## src/rtl/silhouette_pkg.sv

```systemverilog
// Shared constants and types for the silhouette frame buffer, its writer and
// the statistics scanner.
package silhouette_pkg;

  localparam int H_PIXELS     = 320;
  localparam int V_PIXELS     = 240;
  localparam int FRAME_PIXELS = H_PIXELS * V_PIXELS;
  localparam int READ_LATENCY = 2;

  localparam int ADDR_W = 17;
  localparam int SUM_W  = 25;
  localparam int CNT_W  = 17;
  localparam int X_W    = 9;
  localparam int Y_W    = 8;

  typedef enum logic [2:0] {
    IDLE,
    SCAN,
    DRAIN,
    DIV_X,
    DIV_Y,
    DONE
  } state_e;

  // One stage of the coordinate delay line that follows the read pipeline.
  typedef struct packed {
    logic           v;
    logic [X_W-1:0] x;
    logic [Y_W-1:0] y;
  } tap_t;

endpackage

```

## src/rtl/seq_divider.sv

```systemverilog
// Restoring unsigned divider, one quotient bit per cycle.
// `start` loads the operands; `ready` is high in the last iteration cycle and
// `quotient` carries the final result during that same cycle.
module seq_divider #(
  parameter int WIDTH = 25,
  parameter int OUT_W = WIDTH
) (
  input  logic             clk,
  input  logic             reset,
  input  logic             start,
  input  logic [WIDTH-1:0] dividend,
  input  logic [WIDTH-1:0] divisor,
  output logic             ready,
  output logic [OUT_W-1:0] quotient
);

  localparam int CW = $clog2(WIDTH + 1);

  logic [WIDTH-1:0] rem_q, rem_d;
  logic [WIDTH-1:0] quo_q, quo_d;
  logic [CW-1:0]    cnt_q;
  logic             busy_q;
  logic [WIDTH:0]   shifted;
  logic [WIDTH:0]   diff;

  // One restoring step: shift in the next dividend bit, try to subtract.
  always_comb begin
    shifted = {rem_q, quo_q[WIDTH-1]};
    diff    = shifted - {1'b0, divisor};
    if (diff[WIDTH]) begin
      rem_d = shifted[WIDTH-1:0];
      quo_d = {quo_q[WIDTH-2:0], 1'b0};
    end else begin
      rem_d = diff[WIDTH-1:0];
      quo_d = {quo_q[WIDTH-2:0], 1'b1};
    end
  end

  assign ready    = busy_q && (cnt_q == CW'(1));
  assign quotient = quo_d[OUT_W-1:0];

  // Operand load and iteration registers.
  always_ff @(posedge clk or negedge reset) begin
    if (!reset) begin
      rem_q  <= '0;
      quo_q  <= '0;
      cnt_q  <= '0;
      busy_q <= 1'b0;
    end else if (start) begin
      rem_q  <= '0;
      quo_q  <= dividend;
      cnt_q  <= CW'(WIDTH);
      busy_q <= 1'b1;
    end else if (busy_q) begin
      rem_q <= rem_d;
      quo_q <= quo_d;
      cnt_q <= cnt_q - CW'(1);
      if (cnt_q == CW'(1)) begin
        busy_q <= 1'b0;
      end
    end
  end

endmodule

```

## src/rtl/silhouette_stats.sv

```systemverilog
// Scans one silhouette frame per start and reports foreground count,
// bounding box and floor-rounded centroid.
module silhouette_stats #(
  parameter int H_PIXELS     = silhouette_pkg::H_PIXELS,
  parameter int V_PIXELS     = silhouette_pkg::V_PIXELS,
  parameter int READ_LATENCY = silhouette_pkg::READ_LATENCY
) (
  input  logic                             clk,
  input  logic                             reset,
  input  logic                             start,
  output logic [silhouette_pkg::ADDR_W-1:0] read_addr,
  output logic                             reading,
  input  logic                             pixel_in,
  output logic                             busy,
  output logic                             done,
  output logic [silhouette_pkg::CNT_W-1:0]  pixel_count,
  output logic                             empty,
  output logic [silhouette_pkg::X_W-1:0]    min_x,
  output logic [silhouette_pkg::X_W-1:0]    max_x,
  output logic [silhouette_pkg::Y_W-1:0]    min_y,
  output logic [silhouette_pkg::Y_W-1:0]    max_y,
  output logic [silhouette_pkg::X_W-1:0]    centroid_x,
  output logic [silhouette_pkg::Y_W-1:0]    centroid_y
);

  import silhouette_pkg::*;

  localparam int FRAME = H_PIXELS * V_PIXELS;
  localparam int DRN_W = (READ_LATENCY > 1) ? $clog2(READ_LATENCY) : 1;

  state_e            state_q, state_d;
  logic              first_q;
  logic [ADDR_W-1:0] addr_q, addr_d;
  logic [X_W-1:0]    x_q, x_d;
  logic [Y_W-1:0]    y_q, y_d;
  logic [DRN_W-1:0]  drain_q, drain_d;
  tap_t              dly_q [READ_LATENCY];
  tap_t              tap;

  logic [CNT_W-1:0]  cnt_q, cnt_d;
  logic [SUM_W-1:0]  sx_q, sx_d, sy_q, sy_d;
  logic [X_W-1:0]    minx_q, minx_d, maxx_q, maxx_d;
  logic [Y_W-1:0]    miny_q, miny_d, maxy_q, maxy_d;
  logic [X_W-1:0]    cx_q, cx_d;

  logic              hit;
  logic              latch;
  logic              div_start;
  logic              div_ready;
  logic [SUM_W-1:0]  div_dividend;
  logic [X_W-1:0]    div_quo;

  assign tap          = dly_q[READ_LATENCY-1];
  assign hit          = tap.v && pixel_in;
  assign reading      = (state_q == SCAN);
  assign read_addr    = reading ? addr_q : '0;
  assign busy         = (state_q != IDLE);
  assign done         = (state_q == DONE);
  assign div_start    = first_q && ((state_q == DIV_X) || (state_q == DIV_Y));
  assign div_dividend = (state_q == DIV_Y) ? sy_q : sx_q;

  seq_divider #(
    .WIDTH (SUM_W),
    .OUT_W (X_W)
  ) u_div (
    .clk      (clk),
    .reset    (reset),
    .start    (div_start),
    .dividend (div_dividend),
    .divisor  (SUM_W'(cnt_q)),
    .ready    (div_ready),
    .quotient (div_quo)
  );

  // Next state, scan counters and pixel accumulation.
  always_comb begin
    state_d = state_q;
    addr_d  = addr_q;
    x_d     = x_q;
    y_d     = y_q;
    drain_d = drain_q;
    cnt_d   = cnt_q;
    sx_d    = sx_q;
    sy_d    = sy_q;
    minx_d  = minx_q;
    maxx_d  = maxx_q;
    miny_d  = miny_q;
    maxy_d  = maxy_q;
    cx_d    = cx_q;
    latch   = 1'b0;

    if (hit) begin
      cnt_d = cnt_q + CNT_W'(1);
      sx_d  = sx_q + SUM_W'(tap.x);
      sy_d  = sy_q + SUM_W'(tap.y);
      if (tap.x < minx_q) minx_d = tap.x;
      if (tap.x > maxx_q) maxx_d = tap.x;
      if (tap.y < miny_q) miny_d = tap.y;
      if (tap.y > maxy_q) maxy_d = tap.y;
    end

    unique case (state_q)
      IDLE: begin
        if (start) begin
          state_d = SCAN;
          addr_d  = '0;
          x_d     = '0;
          y_d     = '0;
          cnt_d   = '0;
          sx_d    = '0;
          sy_d    = '0;
          minx_d  = '1;
          miny_d  = '1;
          maxx_d  = '0;
          maxy_d  = '0;
        end
      end
      SCAN: begin
        if (addr_q == ADDR_W'(FRAME - 1)) begin
          state_d = DRAIN;
          drain_d = '0;
        end else begin
          addr_d = addr_q + ADDR_W'(1);
          if (x_q == X_W'(H_PIXELS - 1)) begin
            x_d = '0;
            y_d = y_q + Y_W'(1);
          end else begin
            x_d = x_q + X_W'(1);
          end
        end
      end
      DRAIN: begin
        // The last pixel lands on this same edge, so the empty decision
        // must look at the post-update count.
        if (drain_q == DRN_W'(READ_LATENCY - 1)) begin
          if (cnt_d == '0) begin
            state_d = DONE;
            latch   = 1'b1;
          end else begin
            state_d = DIV_X;
          end
        end else begin
          drain_d = drain_q + DRN_W'(1);
        end
      end
      DIV_X: begin
        if (div_ready) begin
          cx_d    = div_quo;
          state_d = DIV_Y;
        end
      end
      DIV_Y: begin
        if (div_ready) begin
          state_d = DONE;
          latch   = 1'b1;
        end
      end
      DONE: begin
        state_d = IDLE;
      end
      default: begin
        state_d = IDLE;
      end
    endcase
  end

  // FSM, scan and accumulator registers.
  always_ff @(posedge clk or negedge reset) begin
    if (!reset) begin
      state_q <= IDLE;
      first_q <= 1'b0;
      addr_q  <= '0;
      x_q     <= '0;
      y_q     <= '0;
      drain_q <= '0;
      cnt_q   <= '0;
      sx_q    <= '0;
      sy_q    <= '0;
      minx_q  <= '0;
      maxx_q  <= '0;
      miny_q  <= '0;
      maxy_q  <= '0;
      cx_q    <= '0;
    end else begin
      state_q <= state_d;
      first_q <= (state_d != state_q);
      addr_q  <= addr_d;
      x_q     <= x_d;
      y_q     <= y_d;
      drain_q <= drain_d;
      cnt_q   <= cnt_d;
      sx_q    <= sx_d;
      sy_q    <= sy_d;
      minx_q  <= minx_d;
      maxx_q  <= maxx_d;
      miny_q  <= miny_d;
      maxy_q  <= maxy_d;
      cx_q    <= cx_d;
    end
  end

  // Coordinate delay line aligned with the buffer read latency.
  always_ff @(posedge clk or negedge reset) begin
    if (!reset) begin
      for (int unsigned i = 0; i < READ_LATENCY; i++) begin
        dly_q[i] <= '0;
      end
    end else begin
      dly_q[0] <= '{v: reading, x: x_q, y: y_q};
      for (int unsigned i = 1; i < READ_LATENCY; i++) begin
        dly_q[i] <= dly_q[i-1];
      end
    end
  end

  // Result registers, loaded on the edge that enters DONE.
  always_ff @(posedge clk or negedge reset) begin
    if (!reset) begin
      pixel_count <= '0;
      empty       <= 1'b0;
      min_x       <= '0;
      max_x       <= '0;
      min_y       <= '0;
      max_y       <= '0;
      centroid_x  <= '0;
      centroid_y  <= '0;
    end else if (latch) begin
      pixel_count <= cnt_d;
      if (cnt_d == '0) begin
        empty      <= 1'b1;
        min_x      <= '0;
        max_x      <= '0;
        min_y      <= '0;
        max_y      <= '0;
        centroid_x <= '0;
        centroid_y <= '0;
      end else begin
        empty      <= 1'b0;
        min_x      <= minx_d;
        max_x      <= maxx_d;
        min_y      <= miny_d;
        max_y      <= maxy_d;
        centroid_x <= cx_d;
        centroid_y <= div_quo[Y_W-1:0];
      end
    end
  end

endmodule

```

## config.mk

```make
export PLATFORM = sky130hd
export DESIGN_NAME = silhouette_stats
export DESIGN_NICKNAME = d
export VERILOG_FILES = /design/src/rtl/silhouette_pkg.sv /design/src/rtl/seq_divider.sv /design/src/rtl/silhouette_stats.sv
export SDC_FILE = /design/constraint.sdc
export NUM_CORES = 1
export LEC_CHECK = 0
export CORE_AREA = 5 5 194 196
export CTS_CLUSTER_SIZE = 40
export DETAILED_ROUTE_END_ITERATION = 16
export DIE_AREA = 0 0 199 201
export GPL_TIMING_DRIVEN = 0
export PLACE_DENSITY_LB_ADDON = 0.05
export SKIP_CTS_REPAIR_TIMING = 1
export SLEW_MARGIN = 10
export SYNTH_ARGS = -nofsm -noshare
export SYNTH_HDL_FRONTEND = slang
export SYNTH_SLANG_ARGS = --single-unit
```

## constraint.sdc

```tcl
create_clock -name clk -period 2.45 [get_ports clk]
set_input_delay 0.3675 -clock clk [delete_from_list [all_inputs] [get_ports clk]]
set_output_delay 0.3675 -clock clk [all_outputs]
set_load 0.02 [all_outputs]
```

==> impl_metrics.toml <==
[layout]
layout.nets = 1810
final_util_pct = 54.3
areaGrowthSynthToFinish_pct = 23.9
nFillCells = 3246
layout_common_cells = "dfrtp_1 (298), nor2_1 (131), nand2_1 (129)"
final_common_cell = "dfrtp_1"
drive_above_1_share_pct = 15.9

[clock_tree]
root_buffer = "clkbuf_16"
cts_buffer_depth = 3
cts.htree.levels = 2
cts_tree = "done"
clk_latency_ns = 0.56
cts.clk_slew.worst_paths_ns = 0.06
clkSinkCount = 310
numCtsBuffers = 37

[detailed_routing]
antenna_left = 0
wl_per_cell_um = 18.7
drt-pass1-iter-count = 5
drtIter0Drc = 480
drc = 0
wl_um = 41600
viasPerCell = 5.44
vias = 12100

[global_routing]
overflow = 0
grt_use_total_pct = 20.5
grt_max_degree = 88
grt_pass1_wl_um = 66200
antenna_found_initial = 0
first_global_vias = 12000

[floorplan]
initial_core_util_pct = 43.8
ios = 93
die-area_um2 = 40000
core_area_um2 = 35900
rows = 70
dieHeight_um = 201
die_width_um = 199

[outcome]
violations = "negative setup slack"
status = "finished with violations"

[timing]
fin_crit_ns = 2.77
timing.fmax_mhz = 361
grt_setup_unrepaired = "true"
fin_crit_sh_pct = 113
finalClockSkew_ns = 0.0295
tns_ns = -22.75
relSlewSlack_pct = 37.4
finalHoldViolCount = 0
finalMaxSlewViolations = 0
tightest_slew_ns = 0.940
setup_viol = 128
worst_slack_ns = -0.320

[setup_path]
path_max_fanout = 6
crit_path_max_incr_delay_ns = 0.44
rr_worst_depth = 13
required_ns = 2.86
path_class = "register to register"
endpoint_kind = "register"
crit_path_start_kind = "register"
timing.rr.end = "u_div.rem_q[13]$_DFFE_PN0P_"
crit_top_cell = "buf_6"
path_cells = "inv_2 > ha_4 > nor2b_4 > o31a_1 > o2111a_2 > or2_4 > o211ai_4 > buf_6 > buf_8 > buf_6 > nor2_2 > a21oi_2 > a21oi_1"
slowest_stage = "dfrtp_2"
r2r_setup_slack_ns = -0.32
startpoint = "cnt_q[1]$_DFF_PN0_"
r2r-start = "cnt_q[1]$_DFF_PN0_"
worstSetupEndpoint = "u_div.rem_q[13]$_DFFE_PN0P_"
crit_arrival_ns = 3.18

[synth]
ys.flop_type = "dfrtp_1"
synth_top_area_share_pct = 49.3
synth_area_leaders = "dfrtp_1 (49%), ha_1 (5.7%), xnor2_1 (3.5%)"
syn_area_per_cell_um2 = 10.1
synth_edf_count = 0
synthCells = 1564
yosys_warnings = 0
synth_nets = 1643
synth_area_leader_cell = "dfrtp_1"
synth.distinct_cells = 69
async_flop_share_pct = 100
yosysSeqAreaShare_pct = 49.3
synth_area_um2 = 15700
synth-seq-cells = 310

[placement]
gp_routability_congestion = 0.853
post-dp-hpwl_um = 29300
io_buffers = 92

[power]
power.density_nw_per_um2 = 557
worst_ir_drop_vdd_mv = 0.524
cellLeakagePower_nw = 9.15

[hold_path]
min_path_type = "input pin to asynchronous set/reset pin"

[run]
drv_cap = 0
-- area by class of cell --
class                   count  area [um^2]  area share (%)
clock inverters            14          151           0.776
multi-input cells        1113         7980            40.9
flip-flops and latches    310         7770            39.8
well taps                 468          586            3.00
diodes                      1         2.50          0.0128
clock buffers              54         1060            5.43
plain buffers              68          413            2.12
inverters                  70          268            1.37
repair buffers            131         1280            6.55
-- sequential cells by signal (all words and copies together) (netlist names), 17 cells and up --
name and count:
addr_q 17, cnt_q 17, dly_q 36, pixel_count 17
sx_q 25, sy_q 25, u_div.quo_q 25, u_div.rem_q 25
-- kinds of logic after synthesis --
family                   after synthesis  synth area share [%]
XOR/XNOR                              94                  5.23
AND/OR/NAND/NOR                      496                  15.4
flip-flops                           310                  49.3
multiplexers                          78                  5.15
adder cells (fa/ha/maj)               75                  6.10
buffers and inverters                141                  3.52
AO/OA/AOI/OAI                        370                  15.3
-- Yosys cell counts (4+ instances only) --
master / instances
inv_1: 70
a31oi_1: 12
a211oi_1: 31
and4_1: 6
dfrtp_1: 310
a21boi_0: 5
xor2_1: 31
nor4_1: 8
o21a_1: 16
o21ai_0: 80
ha_1: 72
nand2_1: 132
or3_1: 18
nor3_1: 26
mux2_2: 24
nor2_1: 132
nand3_1: 36
a21oi_1: 104
or2_2: 6
and3_1: 21
xnor2_1: 63
nand2b_1: 10
and2_1: 30
buf_2: 10
buf_1: 8
mux2i_1: 54
o211ai_1: 13
a22o_1: 43
o31a_1: 4
clkbuf_1: 50
o31ai_1: 7
nand4_1: 16
nand3b_1: 4
nor2b_1: 36
a21o_1: 22
-- power breakdown --
group	switching [mW]	leakage [nW]	internal, mW	total (mW)
combinational	0.159	4.44	0.0654	0.224
sequential	0.0163	4.11	5.13	5.15
clock	2.24	0.599	3.25	5.49
-- per-layer routing --
| layer | routed length, um | up-vias | track usage, % |
|---|---|---|---|
| li1 | - | 5870 | - |
| met1 | 19500 | 5989 | 29.7 |
| met2 | 19500 | 216 | 32.1 |
| met3 | 1660 | 61 | 3.02 |
| met4 | 971 | 0 | 5.96 |
| met5 | 0 | - | 0 |
-- critical path, delay by kind of cell, from the launching register on --
kind	cells	cell delay, ns
compound gates	5	1.08
buf+inv	4	0.48
flops	1	0.44
simple gates	3	0.44
fa+ha+maj	1	0.19
-- worst min-delay path by stage --
stage	start	end	slack (ns)	depth (start not counted)
after floorplan	reset	addr_q[0]$_DFFE_PN0P_	0.07	0
after global placement	dly_q[25]$_DFF_PN0_	dly_q[7]$_DFF_PN0_	0.33	0
after detailed placement	dly_q[23]$_DFF_PN0_	dly_q[5]$_DFF_PN0_	0.33	0
after CTS	reset	max_y[2]$_DFFE_PN0P_	-0.26	1
after global routing	dly_q[23]$_DFF_PN0_	dly_q[5]$_DFF_PN0_	0.35	0
final	reset	max_y[2]$_DFFE_PN0P_	0.34	2
-- stage by stage --
stage	cells	worst slack (ns)	hold WS [ns]	cell area (um^2)	power, mW
detailed placement	2128	-1.42	0.335	17500	5.46
global route	2228	-0.439	0.349	19500	11.3
finish	2229	-0.320	0.342	19500	10.9
floorplan	1564	-0.0290	0.0719	15900	5.31
global placement	2124	-14.13	0.333	17400	5.44
CTS	2196	-1.30	-0.258	18700	11.0
Power figures use the tool's default switching activity.
